$ cat src/rtl/dram_ctrl.sv
// Cache-side DRAM controller: single-beat and line-burst accesses over a
// one-outstanding req/ack memory port, with lane alignment and ack timeout.
module dram_ctrl #(
  parameter int BURST_LEN = 8,
  parameter int TIMEOUT   = 255
) (
  input  logic        clk,
  input  logic        rst,
  input  logic [63:0] dram_addr,
  input  logic [63:0] dram_din,
  input  logic [2:0]  dram_rd_ctrl,
  input  logic [2:0]  dram_wr_ctrl,
  output logic [63:0] dram_dout,
  output logic [1:0]  state,
  output logic        mem_req,
  output logic        mem_we,
  output logic [63:0] mem_addr,
  output logic [63:0] mem_wdata,
  output logic [7:0]  mem_wstrb,
  input  logic [63:0] mem_rdata,
  input  logic        mem_ack
);
  localparam int BW = $clog2(BURST_LEN);
  localparam int TW = $clog2(TIMEOUT + 1);

  typedef enum logic [1:0] {
    S_IDLE = 2'b00,
    S_BUSY = 2'b01,
    S_BEAT = 2'b10,
    S_ERR  = 2'b11
  } state_t;

  state_t        r_state, w_state_next;
  logic [BW-1:0] r_beat, w_beat_next;
  logic [TW-1:0] r_tmo, w_tmo_next;
  logic [2:0]    r_off, w_off_next;
  logic [2:0]    r_size, w_size_next;
  logic          r_we, w_we_next;
  logic          r_burst, w_burst_next;
  logic [63:0]   r_dout, w_dout_next;
  logic          r_mem_req, w_mem_req_next;
  logic          r_mem_we, w_mem_we_next;
  logic [63:0]   r_mem_addr, w_mem_addr_next;
  logic [63:0]   r_mem_wdata, w_mem_wdata_next;
  logic [7:0]    r_mem_wstrb, w_mem_wstrb_next;

  logic          w_rd_ok, w_wr_ok, w_misalign;
  logic [2:0]    w_ctrl;
  logic [63:0]   w_shifted, w_rd_data;

  function automatic logic cmd_ok(input logic [2:0] c);
    return (c inside {3'b001, 3'b010, 3'b011, 3'b100, 3'b110});
  endfunction

  function automatic logic [7:0] size_mask(input logic [2:0] c);
    case (c)
      3'b001:  return 8'h01;
      3'b010:  return 8'h03;
      3'b011:  return 8'h0F;
      default: return 8'hFF;
    endcase
  endfunction

  assign w_rd_ok    = cmd_ok(dram_rd_ctrl);
  assign w_wr_ok    = cmd_ok(dram_wr_ctrl);
  assign w_ctrl     = w_wr_ok ? dram_wr_ctrl : dram_rd_ctrl;
  assign w_misalign = ((w_ctrl == 3'b010) && dram_addr[0]) ||
                      ((w_ctrl == 3'b011) && (dram_addr[1:0] != 2'b00)) ||
                      ((w_ctrl == 3'b100) && (dram_addr[2:0] != 3'b000));

  // Singles are right-aligned to bit 0 and zero-extended to the access size.
  assign w_shifted = mem_rdata >> {r_off, 3'b000};
  always_comb begin
    w_rd_data = w_shifted;
    case (r_size)
      3'b001:  w_rd_data = {56'd0, w_shifted[7:0]};
      3'b010:  w_rd_data = {48'd0, w_shifted[15:0]};
      3'b011:  w_rd_data = {32'd0, w_shifted[31:0]};
      default: w_rd_data = w_shifted;
    endcase
    if (r_burst) w_rd_data = mem_rdata;
  end

  always_comb begin
    w_state_next     = r_state;
    w_beat_next      = r_beat;
    w_tmo_next       = r_tmo;
    w_off_next       = r_off;
    w_size_next      = r_size;
    w_we_next        = r_we;
    w_burst_next     = r_burst;
    w_dout_next      = r_dout;
    w_mem_req_next   = r_mem_req;
    w_mem_we_next    = r_mem_we;
    w_mem_addr_next  = r_mem_addr;
    w_mem_wdata_next = r_mem_wdata;
    w_mem_wstrb_next = r_mem_wstrb;
    case (r_state)
      S_IDLE: begin
        if (w_rd_ok || w_wr_ok) begin
          if ((w_rd_ok && w_wr_ok) || w_misalign) begin
            w_state_next = S_ERR;
            w_dout_next  = '0;
          end else begin
            w_state_next     = S_BUSY;
            w_off_next       = dram_addr[2:0];
            w_size_next      = w_ctrl;
            w_we_next        = w_wr_ok;
            w_burst_next     = (w_ctrl == 3'b110);
            w_beat_next      = '0;
            w_tmo_next       = '0;
            w_mem_req_next   = 1'b1;
            w_mem_we_next    = w_wr_ok;
            if (w_ctrl == 3'b110) begin
              w_mem_addr_next  = {dram_addr[63:6], 6'd0};
              w_mem_wdata_next = w_wr_ok ? dram_din : 64'd0;
              w_mem_wstrb_next = 8'hFF;
            end else begin
              w_mem_addr_next  = {dram_addr[63:3], 3'd0};
              w_mem_wdata_next = w_wr_ok ? (dram_din << {dram_addr[2:0], 3'b000}) : 64'd0;
              w_mem_wstrb_next = w_wr_ok ? (size_mask(w_ctrl) << dram_addr[2:0]) : 8'hFF;
            end
          end
        end
      end
      S_BUSY: begin
        if (mem_ack) begin
          w_state_next   = S_BEAT;
          w_mem_req_next = 1'b0;
          if (!r_we) w_dout_next = w_rd_data;
        end else if (r_tmo == TW'(TIMEOUT - 1)) begin
          w_state_next   = S_ERR;
          w_mem_req_next = 1'b0;
          w_beat_next    = '0;
          w_dout_next    = '0;
        end else begin
          w_tmo_next = r_tmo + 1'b1;
        end
      end
      S_BEAT: begin
        // Next write beat is taken from dram_din while this BEAT cycle is shown.
        if (r_burst && (r_beat != BW'(BURST_LEN - 1))) begin
          w_state_next    = S_BUSY;
          w_beat_next     = r_beat + 1'b1;
          w_tmo_next      = '0;
          w_mem_req_next  = 1'b1;
          w_mem_addr_next = r_mem_addr + 64'd8;
          if (r_we) w_mem_wdata_next = dram_din;
        end else begin
          w_state_next = S_IDLE;
          w_beat_next  = '0;
        end
      end
      default: begin
        w_state_next = S_IDLE;
        w_beat_next  = '0;
        w_dout_next  = '0;
      end
    endcase
  end

  always_ff @(posedge clk) begin
    if (rst) begin
      r_state     <= S_IDLE;
      r_beat      <= '0;
      r_tmo       <= '0;
      r_off       <= '0;
      r_size      <= '0;
      r_we        <= 1'b0;
      r_burst     <= 1'b0;
      r_dout      <= '0;
      r_mem_req   <= 1'b0;
      r_mem_we    <= 1'b0;
      r_mem_addr  <= '0;
      r_mem_wdata <= '0;
      r_mem_wstrb <= '0;
    end else begin
      r_state     <= w_state_next;
      r_beat      <= w_beat_next;
      r_tmo       <= w_tmo_next;
      r_off       <= w_off_next;
      r_size      <= w_size_next;
      r_we        <= w_we_next;
      r_burst     <= w_burst_next;
      r_dout      <= w_dout_next;
      r_mem_req   <= w_mem_req_next;
      r_mem_we    <= w_mem_we_next;
      r_mem_addr  <= w_mem_addr_next;
      r_mem_wdata <= w_mem_wdata_next;
      r_mem_wstrb <= w_mem_wstrb_next;
    end
  end

  assign state     = r_state;
  assign dram_dout = r_dout;
  assign mem_req   = r_mem_req;
  assign mem_we    = r_mem_we;
  assign mem_addr  = r_mem_addr;
  assign mem_wdata = r_mem_wdata;
  assign mem_wstrb = r_mem_wstrb;
endmodule

$ cat config.mk
export PLATFORM = sky130hd
export DESIGN_NAME = dram_ctrl
export DESIGN_NICKNAME = d
export VERILOG_FILES = /design/src/rtl/dram_ctrl.sv
export SDC_FILE = /design/constraint.sdc
export NUM_CORES = 1
export LEC_CHECK = 0
export ABC_CLOCK_PERIOD_IN_PS = 2730
export BUFFER_PORTS_ARGS = -buffer_cell sky130_fd_sc_hd__buf_2
export CAP_MARGIN = 40
export CORE_MARGIN = 2
export CORE_UTILIZATION = 49
export CTS_BUF_LIST = sky130_fd_sc_hd__clkbuf_16
export DETAILED_ROUTE_END_ITERATION = 12
export GPL_ROUTABILITY_DRIVEN = 1
export PLACE_DENSITY = 0.78
export SLEW_MARGIN = 0
export SYNTH_ARGS = -nofsm -noshare
export SYNTH_HDL_FRONTEND = slang
export SYNTH_SLANG_ARGS = --single-unit
$ cat constraint.sdc
create_clock -name clk -period 2.73 [get_ports clk]
set_input_delay 0.546 -clock clk [delete_from_list [all_inputs] [get_ports clk]]
set_output_delay 0.546 -clock clk [all_outputs]
set_load 0.01 [all_outputs]
==> flow_summary_export.csv <==
group,metric,value,unit
clock_tree,cts_made_buffers,26,
sta,setup_viol,0,
worst_setup_path,regToRegSetupSlack,170,ps
drt,vias,17700,
worst_setup_path,end_kind,"flop",
flow_run,maxCapViolCount,0,
worst_setup_path,r2r_start,"mem_addr[4]$_SDFFE_PP0P_",
sta,period_share,95.00,%
grt,grt_pass1_vias,16671,
sta,slew_viol_final,0,
drt,wl_per_cell,22.96,um
run_status,status,"finished clean",
cells_and_area,nNetsFinal,2491,
sta,slew_headroom,51.75,%
sta,clock-skew-final,11.87,ps
worst_setup_path,worst_path_max_delay_cell,"or3_4",
cells_and_area,final_cells,2710,
sta,fin_crit,2593,ps
cells_and_area,areaGrowthSynthToFinish,25.54,%
synth,synth.distinct_cells,80,
clock_tree,clkTransAtPathRegs,60,ps
drt,wl,62.23,mm
placed_design,dp.cells,2659,
grt,grt_max_degree,102,
sta,rsz0062_at_grt,"no",
floorplan,die_x,181.7,um
worst_setup_path,cpPeakStageDelay,370,ps
sta,worstMarginPinSlew,718.2,ps
floorplan,die_y,181.7,um
grt,overflow,0,
synth,yosysTopAreaCellShare,28.33,%
worst_setup_path,crit_arrival,3010,ps
drt,routed_via_density,6.531,
synth,synth_top_area_cell,"dfxtp_1",
power,vdd_drop_max,548.4,uV
synth,syn_area,15470,um^2
placed_design,placed_area,18580,um^2
floorplan,start_util,49.42,%
drt,drt_iter0_markers,2307,
power,p_total,0.01140,W
synth,ys_top_cells_by_area,"dfxtp_1, mux2i_1, nand2_1",
grt,grt_usage,36.13,%
floorplan,die_area,33020,um^2
sta,finalHoldViolCount,0,
worst_setup_path,critical_path.max_fanout,55,
synth,synth-seq-cells,219,
clock_tree,cts_max_level,1,
placed_design,dp_slack,-319.2,ps
grt,grt_pass1_wl,95.99,mm
synth,ys.flop_type,"dfxtp_1",
clock_tree,clk_latency,540,ps
clock_tree,clockBufferDepth,3,
power,power_density,586.7,nW/um^2
worst_setup_path,cp-start-kind,"primary input",
clock_tree,clock-root-buffer,"clkbuf_16",
placed_design,dp_hpwl,45.70,mm
worst_setup_path,worstSetupPathType,"in2reg",
worst_setup_path,reg2reg_depth,7,
synth,ys_seq_area_share,28.33,%
placed_design,port_buffers,401,
worst_setup_path,crit_chain,"buf_2, or3_4, buf_4, a21oi_1, o221a_2, or4_2, buf_12, nand2_2, buf_12, a221oi_1",
hold_path,whs_path_depth,3,
worst_setup_path,worst_r2r_endpoint,"mem_addr[45]$_SDFFE_PP0P_",
drt,antenna_left,0,
synth,async_flop_share,0,%
grt,antenna_found_initial,7,
floorplan,io_pins,405,
cells_and_area,stdcell_area,19430,um^2
worst_setup_path,crit_top_cell,"buf_12",
synth,syn_area_per_cell,8.162,um^2
worst_setup_path,crit_required,3150,ps
cells_and_area,drive_above_1_share,29.79,%
synth,synthCells,1896,
drt,drtPass1Iterations,5,
clock_tree,cts_hold_buffers,0,
synth,synth_warnings,0,
drt,drc,0,
clock_tree,cts_tree,"built",
synth,synth_edf_count,0,
placed_design,place_congestion,0.9967,
hold_path,holdPathEnd,"mem_addr[4]$_SDFFE_PP0P_",
power,power_leakage,8.349,nW
sta,fmax,0.3856,GHz
floorplan,coreArea,31310,um^2
clock_tree,cts.sinks,219,
sta,layout_setup_ws,136.5,ps
sta,whs,289.8,ps
hold_path,min-delay-start,"dram_addr[4]",
hold_path,min_path_type,"in2reg",
floorplan,rows,65,
[repair_timing]
action	CTS	global route
resized for setup	0	4
hold endpoints to repair	0	0
endpoints found under the setup margin	0	6
setup buffers	0	0
[stage by stage]
stage | TNS, ps | utilization, %
after floorplan | 0 | -
after global placement | -19940 | 59.34
after detailed placement | -30600 | 59.34
after CTS | 0 | 61.96
after global routing | 0 | 62.04
final | 0 | 62.05
[cell families after synthesis]
kind of cell	after synthesis	share of synthesized area, %
adder cells (fa/ha/maj)	5	0.4043
AO/OA/AOI/OAI	620	28.93
multiplexers	239	18.60
flip-flops	219	28.33
XOR/XNOR	4	0.2264
other	1	0.02423
buffers and inverters	239	6.298
AND/OR/NAND/NOR	569	17.18
[critical path: cells and delay by family]
family          cells  cell delay [ps]
compound gates      3              930
buf+inv             4              810
simple gates        3              690
[worst max-delay path by stage]
| stage | from | end | cells past startpoint |
|---|---|---|---|
| floorplan | dram_wr_ctrl[0] | mem_addr[27]$_SDFFE_PP0P_ | 10 |
| global placement | dram_wr_ctrl[0] | mem_addr[34]$_SDFFE_PP0P_ | 9 |
| detailed placement | dram_rd_ctrl[0] | mem_addr[37]$_SDFFE_PP0P_ | 9 |
| CTS | mem_addr[3]$_SDFFE_PP0P_ | mem_addr[53]$_SDFFE_PP0P_ | 7 |
| global route | mem_addr[23]$_SDFFE_PP0P_ | mem_addr[45]$_SDFFE_PP0P_ | 7 |
| finish | dram_wr_ctrl[1] | mem_addr[38]$_SDFFE_PP0P_ | 10 |
[Yosys cell counts (all sizes together) (11+ instances only)]
cell / number
nor3: 25
dfxtp: 219
nand4: 25
nor4: 17
and3: 13
a22o: 32
mux2i: 192
o2bb2ai: 11
and2: 14
a31oi: 22
o211ai: 37
nand2: 288
a211oi: 40
a22oi: 45
o21ai: 96
a221oi: 19
o31ai: 13
o211a: 28
buf: 60
nand2b: 22
clkbuf: 130
inv: 49
o22ai: 37
nor2: 68
nor2b: 23
a32oi: 11
a21oi: 111
or4: 12
a31o: 12
a32o: 16
mux4: 38
o32ai: 18
nand3: 41
[metal layers]
layer	track usage (%)	up-vias	share of wire (%)
li1	-	7979	-
met3	8.263	182	12
met1	49.52	8313	40
met4	14.31	4	4.2
met2	55.13	1222	43
met5	0	-	0.045
[layout by cell type (no fill, tap or decap), types with 22 or more instances in the layout]
cell type and n:
inv_1 49, nor2_1 66, o211ai_1 37, dfxtp_1 214, nand4_1 23, a21oi_1 110
o22ai_1 37, clkbuf_16 27, a22o_1 32, o211a_1 28, mux4_2 38, a31oi_1 22
o21ai_0 91, a211oi_1 40, nand3_1 40, a22oi_1 45, buf_2 400, buf_4 133
nor3_1 23, nand2_1 287, mux2i_1 192
[report_power, final]
part           switching (W)  leakage [nW]  internal (W)  total [W]
logic                0.00241          6.17       0.00171    0.00412
clock network        0.00145         0.399       0.00197    0.00342
registers           0.000335          1.78       0.00352    0.00386
total                0.00419          8.35       0.00720     0.0114
[registers in the layout, summed over array words and instances, names as in the netlist]
name and cells:
state 2, r_burst 1, mem_req 1, r_tmo 8
mem_wstrb 8, mem_addr 61, r_beat 3, r_size 3
mem_wdata 64, mem_we 1, r_off 3, dram_dout 64
[final cells by class]
cell class / count / area (um^2)
fillers: 2763 / 11880
multi-input cells: 1440 / 10190
flip-flops and latches: 219 / 4393
repair buffers: 549 / 3321
clock buffers: 27 / 675.6
well taps: 402 / 503.0
inverters: 49 / 186.4
clock inverters: 19 / 142.6
diodes: 5 / 12.51
Note: power is estimated with default switching activity, not from simulation.
